--- config.mk ---
export PLATFORM = sky130hd
export DESIGN_NAME = data_ram_arbiter
export DESIGN_NICKNAME = d
export VERILOG_FILES = /design/src/rtl/data_ram_arbiter.sv
export SDC_FILE = /design/constraint.sdc
export NUM_CORES = 1
export LEC_CHECK = 0
export BUFFER_PORTS_ARGS = -buffer_cell sky130_fd_sc_hd__buf_4
export CORE_AREA = 2 2 120 122
export CTS_CLUSTER_SIZE = 14
export DETAILED_ROUTE_END_ITERATION = 12
export DIE_AREA = 0 0 122 124
export HOLD_SLACK_MARGIN = 0.08
export PLACE_DENSITY = 0.83
export SYNTH_ARGS = -nofsm -noshare
export SYNTH_HDL_FRONTEND = slang
export SYNTH_SLANG_ARGS = --single-unit
--- constraint.sdc ---
create_clock -name clk -period 5.2 [get_ports clk]
set_clock_uncertainty 0.2 [all_clocks]
set_input_delay 0.52 -clock clk [delete_from_list [all_inputs] [get_ports clk]]
set_output_delay 0.52 -clock clk [all_outputs]
set_load 0.02 [all_outputs]
--- src/rtl/data_ram_arbiter.sv ---
// Two-master arbiter sharing a single-port data RAM between the CPU port (m0) and a secondary requester (m1).
// m0 has fixed priority; m1 is forced through after MAX_WAIT consecutive refusals.
module data_ram_arbiter #(
  parameter int ADDR_W   = 32,
  parameter int DATA_W   = 32,
  parameter int SEL_W    = 4,
  parameter int MAX_WAIT = 4
) (
  input  logic              clk,
  input  logic              rst,

  input  logic              m0_req_i,
  input  logic              m0_we_i,
  input  logic [ADDR_W-1:0] m0_addr_i,
  input  logic [SEL_W-1:0]  m0_sel_i,
  input  logic [DATA_W-1:0] m0_data_i,
  output logic              m0_gnt_o,
  output logic [DATA_W-1:0] m0_data_o,
  output logic              m0_rvalid_o,

  input  logic              m1_req_i,
  input  logic              m1_we_i,
  input  logic [ADDR_W-1:0] m1_addr_i,
  input  logic [SEL_W-1:0]  m1_sel_i,
  input  logic [DATA_W-1:0] m1_data_i,
  output logic              m1_gnt_o,
  output logic [DATA_W-1:0] m1_data_o,
  output logic              m1_rvalid_o,

  output logic              ram_ce_o,
  output logic              ram_we_o,
  output logic [ADDR_W-1:0] ram_addr_o,
  output logic [SEL_W-1:0]  ram_sel_o,
  output logic [DATA_W-1:0] ram_data_o,
  input  logic [DATA_W-1:0] ram_data_i
);

  localparam logic [1:0] IDLE   = 2'd0;
  localparam logic [1:0] ACC_M0 = 2'd1;
  localparam logic [1:0] ACC_M1 = 2'd2;

  localparam logic [3:0] WAIT_LIMIT = 4'(MAX_WAIT);

  logic [1:0] state;
  logic [1:0] next_state;
  logic [3:0] wait_cnt;
  logic       force_m1;
  logic       cmd_we;
  logic       read_m0;
  logic       read_m1;

  // m1 overrides m0 only once it has been refused MAX_WAIT cycles in a row
  always_comb begin
    force_m1 = m1_req_i && (wait_cnt == WAIT_LIMIT);
    m0_gnt_o = rst && m0_req_i && !force_m1;
    m1_gnt_o = rst && m1_req_i && (!m0_req_i || force_m1);
  end

  always_comb begin
    next_state = IDLE;
    if (m0_gnt_o) begin
      next_state = ACC_M0;
    end else if (m1_gnt_o) begin
      next_state = ACC_M1;
    end
  end

  always_ff @(posedge clk or negedge rst) begin
    if (!rst) begin
      state <= IDLE;
    end else begin
      state <= next_state;
    end
  end

  always_ff @(posedge clk or negedge rst) begin
    if (!rst) begin
      wait_cnt <= '0;
    end else if (m1_req_i && !m1_gnt_o) begin
      if (wait_cnt != WAIT_LIMIT) begin
        wait_cnt <= wait_cnt + 4'd1;
      end
    end else begin
      wait_cnt <= '0;
    end
  end

  // The captured command feeds the RAM directly and holds while idle
  always_ff @(posedge clk or negedge rst) begin
    if (!rst) begin
      cmd_we     <= 1'b0;
      ram_addr_o <= '0;
      ram_sel_o  <= '0;
      ram_data_o <= '0;
    end else if (m0_gnt_o) begin
      cmd_we     <= m0_we_i;
      ram_addr_o <= m0_addr_i;
      ram_sel_o  <= m0_sel_i;
      ram_data_o <= m0_data_i;
    end else if (m1_gnt_o) begin
      cmd_we     <= m1_we_i;
      ram_addr_o <= m1_addr_i;
      ram_sel_o  <= m1_sel_i;
      ram_data_o <= m1_data_i;
    end
  end

  always_comb begin
    ram_ce_o = (state != IDLE);
    ram_we_o = (state != IDLE) && cmd_we;
    read_m0  = (state == ACC_M0) && !cmd_we;
    read_m1  = (state == ACC_M1) && !cmd_we;
  end

  always_ff @(posedge clk or negedge rst) begin
    if (!rst) begin
      m0_rvalid_o <= 1'b0;
      m1_rvalid_o <= 1'b0;
      m0_data_o   <= '0;
      m1_data_o   <= '0;
    end else begin
      m0_rvalid_o <= read_m0;
      m1_rvalid_o <= read_m1;
      if (read_m0) begin
        m0_data_o <= ram_data_i;
      end
      if (read_m1) begin
        m1_data_o <= ram_data_i;
      end
    end
  end

endmodule

**After elaboration in Yosys (flattened, before gate mapping)**

Index checks and enable logic that the tools add are counted.
W data, S select, Z words.

- Flip-flop bits (word level): 141
- Output and inout port bits: 138

- Add/subtract/negate cells: 1
- Equality and inequality tests: 5
- Muxes and demuxes: 12
- Reduce and logical (&&, ||, !) cells: 16

Operators by type and width:

| cell | count |
|---|---|
| $mux W32 | 4 |
| $mux W4 | 4 |
| $logic_and A1 B1 Y1 | 9 |
| $add A4 B1 Y4 const B | 1 |
| $eq A4 B3 Y1 const B | 1 |
| $logic_not A1 Y1 | 4 |
| $mux W2 | 2 |
| $ne A4 B3 Y1 const B | 1 |
| $reduce_bool A2 Y1 | 2 |
| $eq A2 B1 Y1 const B | 1 |
| $eq A2 B2 Y1 const B | 1 |
| $mux W1 | 2 |
| $ne A2 B1 Y1 const B | 1 |
| $logic_or A1 B1 Y1 | 1 |

**Depth between registers and ports, before layout**

- Depth in word-level cells: 7
- Gate-level depth with buffers: 7

**Worst setup path after synthesis**

No wires, ideal clock.

- Path kind: register to output
- Start point: reg wait_cnt[0]
- End point: out m1_gnt_o
- Arrival: 1426 ps
- Path slack: 3054 ps
- Stages on the path, launching flop included: 6
- Path through: dfrtp_1 -> inv_1 -> ha_1 -> nand3b_4 -> a211oi_2 -> buf_2

- Longest elaborated chain between the ends: 4

Ends and longest elaborated chain:

| item | RTL line | source |
|---|---|---|
| start: declaration | 46 | `logic [3:0] wait_cnt;` |
| start signal: assignment | 81 | `wait_cnt <= wait_cnt + 4'd1;` |
| $eq A4 B3 Y1 | 54 | `force_m1 = m1_req_i && (wait_cnt == WAIT_LIMIT);` |
| $logic_and A1 B1 Y1 | 54 |  |
| $logic_or A1 B1 Y1 | 56 | `m1_gnt_o = rst && m1_req_i && (!m0_req_i \|\| force_m1);` |
| $logic_and A1 B1 Y1 | 56 |  |
| end: declaration | 26 | `output logic m1_gnt_o,` |

No other way between the ends.

**Worst setup path in the final report**

- Start point: in rst
- End point: out m1_gnt_o

- Longest elaborated chain between the ends: 2

Ends and longest elaborated chain:

| item | RTL line | source |
|---|---|---|
| start: declaration | 10 | `input logic rst,` |
| $logic_and A1 B1 Y1 (2 in series) | 56 |  |

No other way between the ends.

==> metrics.md <==
| Metric | Value |
|---|---|
| Clock Latency Late Sink | 0.40 ns |
| Gp weighted congestion | approximately 0.76 |
| Netlist Area Pre-Place | between 5000 and 6000 um2 |
| GRT overflow | 0 |
| Critical setup path kind | in -> out |
| Critical path origin | rst |
| Mux contribution to synthesized area | 0.125 |
| Crit path max-delay family | buffers and inverters |
| Final Critical Period | ~3.6 ns |
| Largest family of logic cells by synthesized area | compound AO/OA/AOI/OAI gates |
| Avg Synthesized Cell Area | roughly 15 um2 |
| YS warnings | 0 |
| WP data required | roughly 4.5 ns |
| Largest net degree at the start of global routing | 85 |
| Multi-input gate area | 2070 um2 |
| Hold Vio Cnt, Final | 0 |
| Post-route non-filler standard cell count | around 900 |
| Sink Count | between 100 and 150 |
| Top cells by area, synth | dfrtp_1 (61%), mux2_2 (13%), a221o_1 (12%), and2_1 (7.6%), buf_6 (1.6%) |
| Die X | approximately 120 um |
| Core Util, Final | 0.646 |
| Switching power | between 1000 and 1500 uW |
| Dpl hpwl | 11900 um |
| Post-synth EDFFs | 0 |
| Leading cell type in the layout, fill and taps excluded | buf_4 |
| GR Layer Usage met3 | 0.0646 |
| Met2 usage | 0.373 |
| Post-synthesis register bit count | 141 |
| Met1 Use GR | 0.246 |
| Global routing's busiest layer | met2 |
| Pint | between 2000 and 3000 uW |
| Most frequent cells in the layout | buf_4 (316), dfrtp_1 (141), and2_1 (70), a221o_1 (69), mux2_2 (64) |
| Worst vdd ir | 0.234 mV |
| Adder-Cell Fraction of Synth Area | 0.00434 |
| Worst r2r src | wait_cnt[0] |
| Final Setup Violations | 0 |
| I/O pin cnt | between 300 and 400 |
| Switching share of power | 0.299 |
| CORE AREA | between 10000 and 15000 um2 |
| Die area | ~15000 um2 |
| CP peak stage delay | 0.61 ns |
| Hold Crit Class | in -> reg |
| Critical path depth in cells | 6 |
| Drc violations | 0 |
| Reg2reg setup slack | between 2 and 3 ns |
| Number of max-cap violations | 0 |
| 1st-iter DRT viols | between 300 and 400 |
| Setup TNS | 0 ns |
| # nets final | 882 |
| Critical path buffers and inverters | 5 |
| Predominant post-synthesis flop cell | dfrtp_1 |
| Outcome | complete, no violations |
| Netlist cell types | 26 |
| Via density | between 5 and 6 |
| Antenna violations before repair | 0 |
| Die Y | 124 um |
| TritonCTS clock tree | yes |
| # diodes | 0 |
| XOR/XNOR Fraction of Synth Area | 0.00152 |
| Slew @ Worst Pin | around 1 ns |
| Max-slew violation count | 0 |
| Min Hold Slack | between 0.1 and 0.15 ns |
| Clock Tree Root | clkbuf_16 |
| Post-synth top area share | 0.612 |
| Crit path max fanout | 71 |
| # Post-CTS Setup Buffers | 0 |
| Critical path capture point type | output port |
| Slowest-stage cell, CP | buf_4 |
| Clk slew on worst S/H paths | ~0.06 ns |
| Critical Path Start Type | primary input |
| IO Port Bufs | approximately 310 |
| Worst reg-to-reg path cell count | 6 |
| Initial Utilization | 0.420 |
| Final ANT Viol Nets | 0 |
| Maximum clock frequency | 277 MHz |
| Layout filler cell count | between 1k and 1.5k |
| Hold Crit Depth | 2 |
| Vias in the first global route | 4758 |
| Storage element area | around 3500 um2 |
| Hold_sp | m1_data_i[15] |
| Area Overhead vs Synth | 53.7% |
| Synth Instances | just under 400 |
| DR WL/cell | approximately 18 um |
| Logic pwr share | 0.281 |
| Clk buf depth | 2 |
| Num rows | 43 |
| Post-synthesis sequential area ratio | 0.612 |
| Worst slew margin | 0.321 |
| Layout cells sized above 1 | 0.584 |
| Synth Area in Compound Gates | 0.134 |
| Total track usage | 0.211 |
| Post-Syn Nets | roughly 570 |
| Via count | ~4.6k |
| RSZ-0062 raised after global routing | false |
| Synth async-reset ratio | 1.00 |
| Most frequent CP cell | buf_4 |
| Reg power frac | 0.377 |
| Drt first pass iters | 4 |
| CP cell instances | dlygate4sd3_1, buf_6, inv_1, a211oi_4, buf_4, buf_4 |
| Period utilization | 0.694 |
| Post-Synth Simple-Gate Area | 0.0886 |
| CTS H-tree lvls | 4 |
| Final WL | 16400 um |
| CP arrival | 2.89 ns |
| Hold endpoint | ram_data_o[15] |
| Placed insts | 866 |
| Reg2reg end | ram_data_o[17] |
| Post-synth top area cell | dfrtp_1 |
| First-pass GRT wire length | between 20000 and 25000 um |
| Part of the power in the clock network | 0.342 |
| P per Cell Area | around 430 nW/um2 |
| TritonCTS buffer count | 17 |
| Pleak | ~0.0043 uW |
==> cells by family after synthesis <==
group	after synthesis
buf+inv	32
compound gates	79
xor+xnor	1
fa+ha+maj	2
mux	64
flops	141
simple gates	78
==> per-layer routing <==
metal	vias to the layer above	share of wire
met2	229	0.51
li1	2105	-
met5	-	0
met1	2262	0.38
met4	0	0.015
met3	17	0.091
==> power by group through the flow <==
stage	logic, uW	clock network, uW	registers, uW
floorplan	272	0	1700
global placement	1060	0	1440
detailed placement	1080	0	1450
CTS	1080	1320	1440
global route	1140	1380	1460
finish	1070	1300	1440
==> final cells by class <==
type,count,share of cell area
Tap cell,180,0.0254
Multi-Input combinational cell,224,0.233
Clock buffer,18,0.0484
Timing Repair Buffer,318,0.270
Sequential cell,141,0.398
Inverter,4,0.00169
Clock inverter,14,0.0230
==> repair_timing <==
item                      CTS  global route
hold buffers                1             0
hold endpoints to repair   57             0
resized for setup           0             0
==> synthesized netlist by cell type, types with 2 or more instances <==
cell      count
nor3b_2       2
clkbuf_1      7
buf_2        13
nand3_1       2
dfrtp_1     141
and2_1       70
o21ai_0       2
mux2_2       64
inv_1         3
a221o_1      69
ha_1          2
buf_6         8
==> metrics by stage <==
stage                     cell area, um2  worst slack (ns)  power (uW)
after global placement              8220              2.22        2500
after CTS                           8860              1.53        3840
final                               8860              1.59        3810
after global routing                8860              1.37        3980
after detailed placement            8220              2.09        2530
after floorplan                     5760              3.05        1970
==> worst max-delay path by stage <==
stage                     to  slack, ns
global route        m1_gnt_o       1.37
global placement    m1_gnt_o       2.22
floorplan           m1_gnt_o       3.05
detailed placement  m1_gnt_o       2.09
finish              m1_gnt_o       1.59
CTS                 m1_gnt_o       1.53
==> flip-flops by register name, summed over array words and instances (netlist names) <==
name	cells
m0_data_o	32
m1_data_o	32
ram_addr_o	32
ram_data_o	32
ram_sel_o	4
wait_cnt	4
state	2
cmd_we	1
m0_rvalid_o	1
m1_rvalid_o	1
(Power assumes the default switching activity.)
